===== config.mk =====
export PLATFORM = sky130hd
export DESIGN_NAME = bus_arbiter
export DESIGN_NICKNAME = d
export VERILOG_FILES = /design/src/rtl/bus_pkg.sv /design/src/rtl/bus_arbiter_rr_picker.sv /design/src/rtl/bus_arbiter.sv
export SDC_FILE = /design/constraint.sdc
export NUM_CORES = 1
export LEC_CHECK = 0
export ABC_AREA = 0
export CORE_AREA = 8 8 52 54
export CTS_CLUSTER_DIAMETER = 60
export DETAILED_ROUTE_END_ITERATION = 8
export DIE_AREA = 0 0 60 62
export PLACE_DENSITY = 0.84
export SYNTH_ARGS = -nofsm -noshare
export SYNTH_HDL_FRONTEND = slang
export SYNTH_SLANG_ARGS = --single-unit

===== constraint.sdc =====
create_clock -name clk -period 2.4 [get_ports clk]
set_input_delay 0.48 -clock clk [delete_from_list [all_inputs] [get_ports clk]]
set_output_delay 0.48 -clock clk [all_outputs]
set_load 0.005 [all_outputs]

===== src/rtl/bus_pkg.sv =====
// -----------------------------------------------------------------------------
// bus_pkg
// Shared definitions for the serial system bus arbiter.
//   arb_state_e  : arbiter FSM state encodings
//   SEL_W        : width of the master index / mux selects
//   MAX_MASTERS  : upper bound on requesting master ports
//   onehot()     : index -> one-hot mask of MAX_MASTERS bits
// -----------------------------------------------------------------------------
package bus_pkg;

  localparam int SEL_W       = 2;
  localparam int MAX_MASTERS = 4;

  typedef enum logic [2:0] {
    ARB_IDLE,
    ARB_BUSY,
    ARB_SPLIT,
    ARB_SPLIT_BUSY,
    ARB_RESUME
  } arb_state_e;

  function automatic logic [MAX_MASTERS-1:0] onehot(input logic [SEL_W-1:0] idx);
    return MAX_MASTERS'(1) << idx;
  endfunction

endpackage


===== src/rtl/bus_arbiter_rr_picker.sv =====
// -----------------------------------------------------------------------------
// rr_picker
// Combinational round-robin selector. Searches the eligible mask upward
// starting one past the previous winner, wrapping at NUM_MASTERS.
// Ports:
//   i_eligible  in   MAX_MASTERS  eligible requesters (bits >= NUM_MASTERS ignored)
//   i_last      in   SEL_W        previous winner
//   o_winner    out  SEL_W        selected index (0 when nothing eligible)
//   o_found     out  1            at least one requester was eligible
// -----------------------------------------------------------------------------
module rr_picker
  import bus_pkg::*;
#(
  parameter int NUM_MASTERS = 2
) (
  input  logic [MAX_MASTERS-1:0] i_eligible,
  input  logic [SEL_W-1:0]       i_last,
  output logic [SEL_W-1:0]       o_winner,
  output logic                   o_found
);

  always_comb begin
    int idx;
    // NOTE: every output of a combinational block gets a default before any
    // conditional assignment, otherwise synthesis infers a latch.
    o_winner = '0;
    o_found  = 1'b0;
    idx      = 0;
    // Offsets 1..NUM_MASTERS: the previous winner is considered last.
    for (int k = 1; k <= NUM_MASTERS; k++) begin
      idx = int'(i_last) + k;
      if (idx >= NUM_MASTERS) idx = idx - NUM_MASTERS;
      if (!o_found && i_eligible[SEL_W'(idx)]) begin
        o_found  = 1'b1;
        o_winner = SEL_W'(idx);
      end
    end
  end

endmodule


===== src/rtl/bus_arbiter.sv =====
// -----------------------------------------------------------------------------
// bus_arbiter
// Round-robin arbiter for the serial system bus with split-read support.
// A read whose slave raises ssplit is parked; interim writes from other
// masters may use the forward channel until the parked read resumes.
// Ports:
//   clk     in   1            bus clock
//   rst     in   1            synchronous active-high reset
//   breq    in   NUM_MASTERS  per-master request, held until transaction done
//   bmode   in   NUM_MASTERS  per-master mode: 0 = read, 1 = write
//   ssplit  in   1            OR of slave split lines
//   bgrant  out  NUM_MASTERS  one-hot forward-channel grant (or zero)
//   msel    out  SEL_W        forward-channel owner index (holds when idle)
//   rsel    out  SEL_W        return-channel receiver index
//   msplit  out  NUM_MASTERS  one-hot: this master's read is split/pending
//   bbusy   out  1            any grant active or any split pending
// All outputs are registered.
// -----------------------------------------------------------------------------
module bus_arbiter
  import bus_pkg::*;
#(
  parameter int NUM_MASTERS = 2
) (
  input  logic                   clk,
  input  logic                   rst,
  input  logic [NUM_MASTERS-1:0] breq,
  input  logic [NUM_MASTERS-1:0] bmode,
  input  logic                   ssplit,
  output logic [NUM_MASTERS-1:0] bgrant,
  output logic [SEL_W-1:0]       msel,
  output logic [SEL_W-1:0]       rsel,
  output logic [NUM_MASTERS-1:0] msplit,
  output logic                   bbusy
);

  // State and registered outputs
  arb_state_e             r_state;
  logic [NUM_MASTERS-1:0] r_bgrant;
  logic [SEL_W-1:0]       r_msel;
  logic [SEL_W-1:0]       r_rsel;
  logic [NUM_MASTERS-1:0] r_msplit;
  logic                   r_bbusy;
  logic [SEL_W-1:0]       r_split_idx;
  logic                   r_split_done;
  logic [SEL_W-1:0]       r_last;

  // Next-state values
  arb_state_e             w_state;
  logic [NUM_MASTERS-1:0] w_bgrant;
  logic [SEL_W-1:0]       w_msel;
  logic [SEL_W-1:0]       w_rsel;
  logic [NUM_MASTERS-1:0] w_msplit;
  logic                   w_bbusy;
  logic [SEL_W-1:0]       w_split_idx;
  logic                   w_split_done;
  logic [SEL_W-1:0]       w_last;

  // Requests widened to MAX_MASTERS so any SEL_W index is in range.
  logic [MAX_MASTERS-1:0] w_breq;
  logic [MAX_MASTERS-1:0] w_bmode;
  logic [MAX_MASTERS-1:0] w_eligible;
  logic [SEL_W-1:0]       w_pick;
  logic                   w_found;

  assign w_breq  = MAX_MASTERS'(breq);
  assign w_bmode = MAX_MASTERS'(bmode);

  // Only IDLE and SPLIT arbitrate. In SPLIT only writes from masters other
  // than the parked one may win, so the return channel stays free.
  always_comb begin
    w_eligible = '0;
    if (r_state == ARB_IDLE)
      w_eligible = w_breq;
    else if (r_state == ARB_SPLIT)
      w_eligible = w_breq & w_bmode & ~onehot(r_split_idx);
  end

  rr_picker #(
    .NUM_MASTERS (NUM_MASTERS)
  ) u_picker (
    .i_eligible (w_eligible),
    .i_last     (r_last),
    .o_winner   (w_pick),
    .o_found    (w_found)
  );

  always_comb begin
    w_state      = r_state;
    w_bgrant     = r_bgrant;
    w_msel       = r_msel;
    w_msplit     = r_msplit;
    w_split_idx  = r_split_idx;
    w_split_done = r_split_done;
    w_last       = r_last;

    unique case (r_state)
      ARB_IDLE: begin
        if (w_found) begin
          w_state  = ARB_BUSY;
          w_bgrant = NUM_MASTERS'(onehot(w_pick));
          w_msel   = w_pick;
          w_last   = w_pick;
        end
      end

      ARB_BUSY: begin
        // A split outranks a simultaneous request drop.
        if (ssplit) begin
          w_state      = ARB_SPLIT;
          w_bgrant     = '0;
          w_split_idx  = r_msel;
          w_msplit     = NUM_MASTERS'(onehot(r_msel));
          w_split_done = 1'b0;
        end else if (!w_breq[r_msel]) begin
          w_state  = ARB_IDLE;
          w_bgrant = '0;
        end
      end

      ARB_SPLIT: begin
        if (!ssplit) begin
          w_state  = ARB_RESUME;
          w_bgrant = NUM_MASTERS'(onehot(r_split_idx));
          w_msel   = r_split_idx;
          w_msplit = '0;
        end else if (w_found) begin
          w_state  = ARB_SPLIT_BUSY;
          w_bgrant = NUM_MASTERS'(onehot(w_pick));
          w_msel   = w_pick;
          w_last   = w_pick;
        end
      end

      ARB_SPLIT_BUSY: begin
        // Remember that the slave came out of split while the interim write
        // still owned the bus; a rising ssplit here cannot come from a write.
        if (!ssplit) w_split_done = 1'b1;
        if (!w_breq[r_msel]) begin
          w_bgrant = '0;
          w_state  = (r_split_done || !ssplit) ? ARB_RESUME : ARB_SPLIT;
        end
      end

      ARB_RESUME: begin
        // Arriving from SPLIT_BUSY the grant is still clear (release gap);
        // re-grant the parked master without moving the round-robin pointer.
        if (r_bgrant == '0) begin
          w_bgrant = NUM_MASTERS'(onehot(r_split_idx));
          w_msel   = r_split_idx;
          w_msplit = '0;
        end else if (!w_breq[r_msel]) begin
          w_state  = ARB_IDLE;
          w_bgrant = '0;
        end
      end

      default: begin
        w_state  = ARB_IDLE;
        w_bgrant = '0;
      end
    endcase

    // The parked master keeps the return channel for the whole split.
    w_rsel  = (w_state inside {ARB_SPLIT, ARB_SPLIT_BUSY, ARB_RESUME}) ? w_split_idx : w_msel;
    w_bbusy = (|w_bgrant) || (|w_msplit);
  end

  // NOTE: state registers use non-blocking assignments so every register
  // samples the pre-edge values, independent of statement order.
  always_ff @(posedge clk) begin
    if (rst) begin
      r_state      <= ARB_IDLE;
      r_bgrant     <= '0;
      r_msel       <= '0;
      r_rsel       <= '0;
      r_msplit     <= '0;
      r_bbusy      <= 1'b0;
      r_split_idx  <= '0;
      r_split_done <= 1'b0;
      r_last       <= SEL_W'(NUM_MASTERS - 1);
    end else begin
      r_state      <= w_state;
      r_bgrant     <= w_bgrant;
      r_msel       <= w_msel;
      r_rsel       <= w_rsel;
      r_msplit     <= w_msplit;
      r_bbusy      <= w_bbusy;
      r_split_idx  <= w_split_idx;
      r_split_done <= w_split_done;
      r_last       <= w_last;
    end
  end

  assign bgrant = r_bgrant;
  assign msel   = r_msel;
  assign rsel   = r_rsel;
  assign msplit = r_msplit;
  assign bbusy  = r_bbusy;

endmodule


==> impl_metrics.ini, run 1 <==
[synth]
synthMuxAreaShare_pct = 2.04
synth_edf_count = 0
synth_xor_area_share_pct = 0
syn_area_per_cell_um2 = 8.03
synthAdderAreaFrac_pct = 0
async_reset_ff_share_pct = 0
synth_area_um2 = 980
synth_compound_area_share_pct = 30.8
yosysSeqAreaShare_pct = 34.7
ys_seq_elements = 17
syn-num-nets = 129
synth_top_family_by_area = compound AO/OA/AOI/OAI gates
ys.flop_type = dfxtp_1
yosys_warnings = 0
synth_cell_types = 47
synth_cells = 122
synthSimpleGateAreaFrac_pct = 27.8

[final_layout]
final_nets = 150
final_cell_mix = 17 x dfxtp_1, 15 x clkdlybuf4s50_1, 14 x a21oi_1
diodes = 0
final_layout_size_suffix_gt1_share_pct = 14.8
syn2layout_area_growth_pct = 23.9
layout_commonest_cell = dfxtp_1
fin_cells = 169

[placed_design]
place_inst = 165
place.gp.congestion = 0.956
portBuffers = 15
hpwlAfterDp_um = 1950

[clock_tree]
root_buffer = clkbuf_4
clockBufferDepth = 2
postCtsSetupBuffers = 0
worstSkewPairLatency_ps = 290
holdBufCountCts = 0
clock-sinks = 17
tritoncts = yes
cts_resized = 0
htreeDepth = 1
clk_pin_slew_ps = 100
cts_made_buffers = 3

[die]
ios = 16
dieArea_um2 = 3720
die_h_um = 62
coreArea_um2 = 1900
dieWidth_um = 60
num_rows = 16
start_util_pct = 51.5

[route]
vias = 997
initialDrtViolationCount = 29
post_drt_wl_per_cell_um = 14.7
postRouteAntennaNets = 0
viasPerCell = 5.90
wirelength_um = 2490
drc_errors = 0
first_pass_iters = 4

[timing]
period_share_pct = 85.4
slew_violations = 0
rsz0062_at_grt = false
slew_headroom_pct = 70.3
period_minus_slack_ps = 2050
setup_viol = 0
hold_violations = 0
tightest_slew_ps = 435
setup_tns_ps = 0
skew_ps = 1.14
fmax_mhz = 488

[run_status]
status = completed

[hold_path]
min_path_type = flop to flop
hold_path_depth = 2

[job]
cap_violations = 0

[power_and_ir_drop]
p_per_area_nw_per_um2 = 659
vdd_drop_max_mv = 0.423
leakage_nw = 0.463

[global_route]
grt_max_degree = 16
grt_use_total_pct = 14.6
antenna_found_initial = 0
grt-ovfl-total = 0
first_global_vias = 941
grt_pass1_wl_um = 4160

[setup_path]
required_ps = 2620
critical_path_class = input pin to flop
end_kind = flop
cp_max_fo = 2
worstSetupStartpointType = input pin
regToRegSetupSlack_ps = 410
worstPathArrival_ps = 2270
r2r_cells = 6
per-layer routing:
layer  track usage (%)  vias to the layer above  part of all wire [%]
met5                 0                        -                     0
met3              2.47                        4                   6.2
li1                  -                      498                     -
met2              23.4                       34                    46
met4              7.14                        0                   1.8
met1              18.6                      461                    46
cells in the mapped netlist, drive strengths merged, types with 2 or more instances:
master  instances  area share, %
a21o            2            1.5
a21oi          14            7.2
a22oi           2            1.5
a31oi           3            1.9
and2            2            1.3
buf             4            2.3
clkbuf          2           0.77
dfxtp          17             35
inv             4            1.5
mux2i           2            2.0
nand2           8            3.1
nand2b          2            1.3
nand3           4            2.0
nor2           13            5.2
nor3            5            2.6
nor3b           2            2.0
o21a            3            2.3
o21ai           5            2.6
o21bai          2            1.5
o31ai           2            1.5
or2             4            2.6
state kept, by name, indices dropped and copies added, names as in the netlist:
signal and flops:
r_split_done 1, msplit 2, msel 2, bgrant 2, r_state 3, bbusy 1, r_split_idx 2, r_last 2
rsel 2
worst max-delay path: stages:
cell and delay, ps:
clkdlybuf4s50_1 480, nor3b_1 270, o221a_1 270, nor3_1 60
a2111oi_0 440, a31oi_1 180, o221ai_1 90
cell families after synthesis:
logic type	after synthesis
DFF	17
AOI/OAI and AO/OA	44
muxes	2
and+or+nand+nor	49
buffers and inverters	10
path summary, 6_finish.rpt:
kind | to | startpoint
hold / removal | r_split_done$_SDFFE_PP0P_ | r_split_done$_SDFFE_PP0P_
hold reg to reg | r_split_done$_SDFFE_PP0P_ | r_split_done$_SDFFE_PP0P_
setup / recovery | bbusy$_SDFF_PP0_ | breq[0]
setup reg to reg | bbusy$_SDFF_PP0_ | r_state[0]$_SDFF_PP0_
where the power goes:
group	switching (mW)	total, mW	internal (mW)
Combinational	0.137	0.287	0.150
Clock	0.0921	0.154	0.0622
Sequential	0.0439	0.359	0.315
layout make-up:
type                            count  area, µm²
Fill cell                         172        688
Multi-Input combinational cell     95        594
Sequential cell                    17        340
Timing Repair Buffer               22        203
Tap cell                           27       33.8
Clock buffer                        3       22.5
Inverter                            4       15.0
Clock inverter                      1       5.00
metrics by stage:
step | cell area [µm²] | hold slack [ps] | setup slack (ps) | total power [mW] | utilization (%)
after global routing | 1210 | 531 | 227 | 0.851 | 63.8
after floorplan | 980 | 458 | 720 | 0.526 | -
final | 1210 | 497 | 351 | 0.800 | 63.8
after global placement | 1190 | 475 | 76.7 | 0.645 | 62.4
after detailed placement | 1190 | 486 | 81.8 | 0.649 | 62.4
after CTS | 1210 | 501 | 382 | 0.805 | 63.8
(Power assumes the default switching activity.)
==> inputs of run 2 (changes only) <==
--- a/config.mk
+++ b/config.mk
@@ -11,6 +11,8 @@
 export DETAILED_ROUTE_END_ITERATION = 8
 export DIE_AREA = 0 0 60 62
 export PLACE_DENSITY = 0.84
+export SKIP_LAST_GASP = 1
 export SYNTH_ARGS = -nofsm -noshare
 export SYNTH_HDL_FRONTEND = slang
+export SYNTH_HIERARCHICAL = 1
 export SYNTH_SLANG_ARGS = --single-unit
==> run 2 against run 1 <==
The run now ends with setup timing left. Largest power group is now combinational cells. Combinational power is 67% higher. Global-route usage is 0.067 points higher. Largest cell class unchanged. Final cell count is 10% higher.
==> impl_metrics.ini, run 2 <==
[route]
post_drt_wl_per_cell_um = 15.8
wirelength_um = 2930
postRouteAntennaNets = 0
vias = 1085
drc_errors = 0
first_pass_iters = 6
viasPerCell = 5.83
initialDrtViolationCount = 30

[placed_design]
hpwlAfterDp_um = 1960
placed_cell_area_um2 = 1240
portBuffers = 15
place_ws_ps = -399
place.gp.congestion = 0.896

[final_layout]
final_cell_mix = 17 x nor2_1, 17 x dfxtp_1, 16 x buf_4
design_area_um2 = 1360
largest_register_ffs = 3
diodes = 0
final_nets = 167
final_core_util_pct = 71.3
top_register = r_state
final_layout_size_suffix_gt1_share_pct = 22.6
syn2layout_area_growth_pct = 36.9
fillers = 152

[setup_path]
critical_path_depth = 10
regToRegSetupSlack_ps = 30
path_cells = clkdlybuf4s50_1 > nand2_1 > a21oi_2 > nor3_2 > a211oi_2 > buf_4 > and3b_1 > a211o_1 > a221oi_2 > o22ai_1
cpMaxStageDelayCell = clkdlybuf4s50_1
worstSetupStartpointType = input pin
setup.worst_path.start = breq[0]
required_ps = 2560
reg2reg_from = r_state[2]$_SDFF_PP0_
cp_max_fo = 4
crit_family = compound AO/OA/AOI/OAI gates
critical_path_class = input pin to flop
crit_buf_inv = 2
cp-endpoint = bbusy$_SDFF_PP0_
slowest_delay_ps = 480
end_kind = flop
r2r_cells = 10
worstPathArrival_ps = 2570
r2r-end = bbusy$_SDFF_PP0_

[global_route]
grt-ovfl-total = 0
first_global_vias = 962
grt_max_degree = 13
antenna_found_initial = 0
grt_pass1_wl_um = 4170
grt_use_total_pct = 14.7

[timing]
skew_ps = 9.52
setup_viol = 1
period_share_pct = 100
fin_ws_ps = -6.26
period_minus_slack_ps = 2410
fmax_mhz = 416
slew_headroom_pct = 64.1
hold_violations = 0
slew_violations = 0
tightest_slew_ps = 534
setup_tns_ps = -6.26

[power_and_ir_drop]
p_per_area_nw_per_um2 = 734
vdd_drop_max_mv = 0.424
p_total_mw = 0.995
pwr-share-comb_pct = 48.2
netSwitchingPower_mw = 0.364
leakage_nw = 0.548
clkPwrFrac_pct = 15.5
switching_share_pct = 36.6
p_seq_share_pct = 36.2
p_int_mw = 0.631

[synth]
synth_xor_area_share_pct = 0
synth_top_area_share_pct = 34.4
synth_cells = 122
synth_area_um2 = 990
synthSimpleGateAreaFrac_pct = 30.2
yosys-top-cells-area = dfxtp_1 34%, nor2_1 6.8%, a21oi_1 6.1%
synthMostInstantiatedCell = nor2_1
yosys.area.top_type = dfxtp_1
synth_edf_count = 0
synth_compound_area_share_pct = 26.7
yosys_warnings = 6
syn_area_per_cell_um2 = 8.11
synth_cell_types = 42
synthTopCellsByCount = 18 x nor2_1, 17 x dfxtp_1, 12 x a21oi_1
ys.flop_type = dfxtp_1
synthAdderAreaFrac_pct = 0
synthMuxAreaShare_pct = 4.05
ys_seq_elements = 17
async_reset_ff_share_pct = 0
yosysSeqAreaShare_pct = 34.4
synth_top_family_by_area = simple AND/OR/NAND/NOR gates

[die]
start_util_pct = 52.0
ios = 16
dieArea_um2 = 3720
num_rows = 16
die_h_um = 62
coreArea_um2 = 1900
dieWidth_um = 60

[clock_tree]
clockBufferDepth = 2
worstSkewPairLatency_ps = 290
cts_made_buffers = 3
holdBufCountCts = 0
clock-sinks = 17
tritoncts = yes
root_buffer = clkbuf_4
htreeDepth = 1
clk_pin_slew_ps = 100

[job]
cap_violations = 0

[run_status]
violations = setup timing
status = complete, but fails checks

[hold_path]
min_path_type = flop to flop
hold_start = r_split_done$_SDFFE_PP0P_
hold_path_depth = 2
## run 2: final cells by class
cell class	count	area, µm²	area share, %
multi-input cells	102	659	48.7
flip-flops and latches	17	340	25.1
repair buffers	31	275	20.3
well taps	27	33.8	2.49
clock buffers	3	22.5	1.66
inverters	5	18.8	1.39
clock inverters	1	5.00	0.369
## run 2: cells by family (layout without fill, tap and decap cells)
| kind of cell | count (synthesis) | after routing |
|---|---|---|
| AOI/OAI and AO/OA | 37 | 37 |
| buffers and inverters | 9 | 40 |
| DFF | 17 | 17 |
| muxes | 4 | 4 |
| other | 1 | 7 |
| and+or+nand+nor | 54 | 54 |
## run 2: power by group through the flow
| stage | clock network (mW) | registers [mW] | logic, mW |
|---|---|---|---|
| after floorplan | 0 | 0.358 | 0.243 |
| after global placement | 0 | 0.362 | 0.387 |
| after CTS | 0.156 | 0.356 | 0.422 |
| final | 0.155 | 0.360 | 0.480 |
| after detailed placement | 0 | 0.363 | 0.400 |
| after global routing | 0.168 | 0.366 | 0.519 |
## run 2: through the flow
stage / hold slack [ps] / std cells
finish: 523 / 186
global route: 551 / 186
CTS: 524 / 181
detailed placement: 508 / 175
global placement: 490 / 175
floorplan: 475 / 128
## run 2: routing by layer
layer	track usage, %	wire (µm)
met1	16.4	1190
met2	26.6	1440
met3	1.65	186
met4	8.16	113
met5	0	0
## run 2: timing repair
item / CTS / global route
endpoints found under the setup margin: 1 / 7
buffers inserted: 2 / 5
hold endpoints to repair: 0 / 0
gates resized for setup: 1 / 10
pin swaps: 4 / 7
## run 2: worst min-delay path by stage
stage               slack (ps)                   endpoint
floorplan                  480     r_last[1]$_SDFFE_PP0P_
global placement           490  r_split_done$_SDFFE_PP0P_
detailed placement         510     r_last[1]$_SDFFE_PP0P_
CTS                        520     r_last[1]$_SDFFE_PP0P_
global route               550  r_split_done$_SDFFE_PP0P_
finish                     520  r_split_done$_SDFFE_PP0P_
## run 2: worst register-to-register path, delay by kind of cell (launching register included)
kind | cells | cell delay, ps
AO/OA/AOI/OAI | 5 | 1100
buffers and inverters | 1 | 160
flip-flops | 1 | 330
AND/OR/NAND/NOR | 4 | 650
==> inputs of run 3 (changes only) <==
==> constraint.sdc (replaced) <==
create_clock -name clk -period 2.4 [get_ports clk]
set_input_delay 0.48 -clock clk [delete_from_list [all_inputs] [get_ports clk]]
set_output_delay 0.48 -clock clk [all_outputs]
set_load 0.02 [all_outputs]
==> results of run 3 <==
The final DEF is identical to that of run 2. Status: complete, but fails checks: setup timing.
Among the figures that moved: total power 0.995 mW -> 1.03 mW
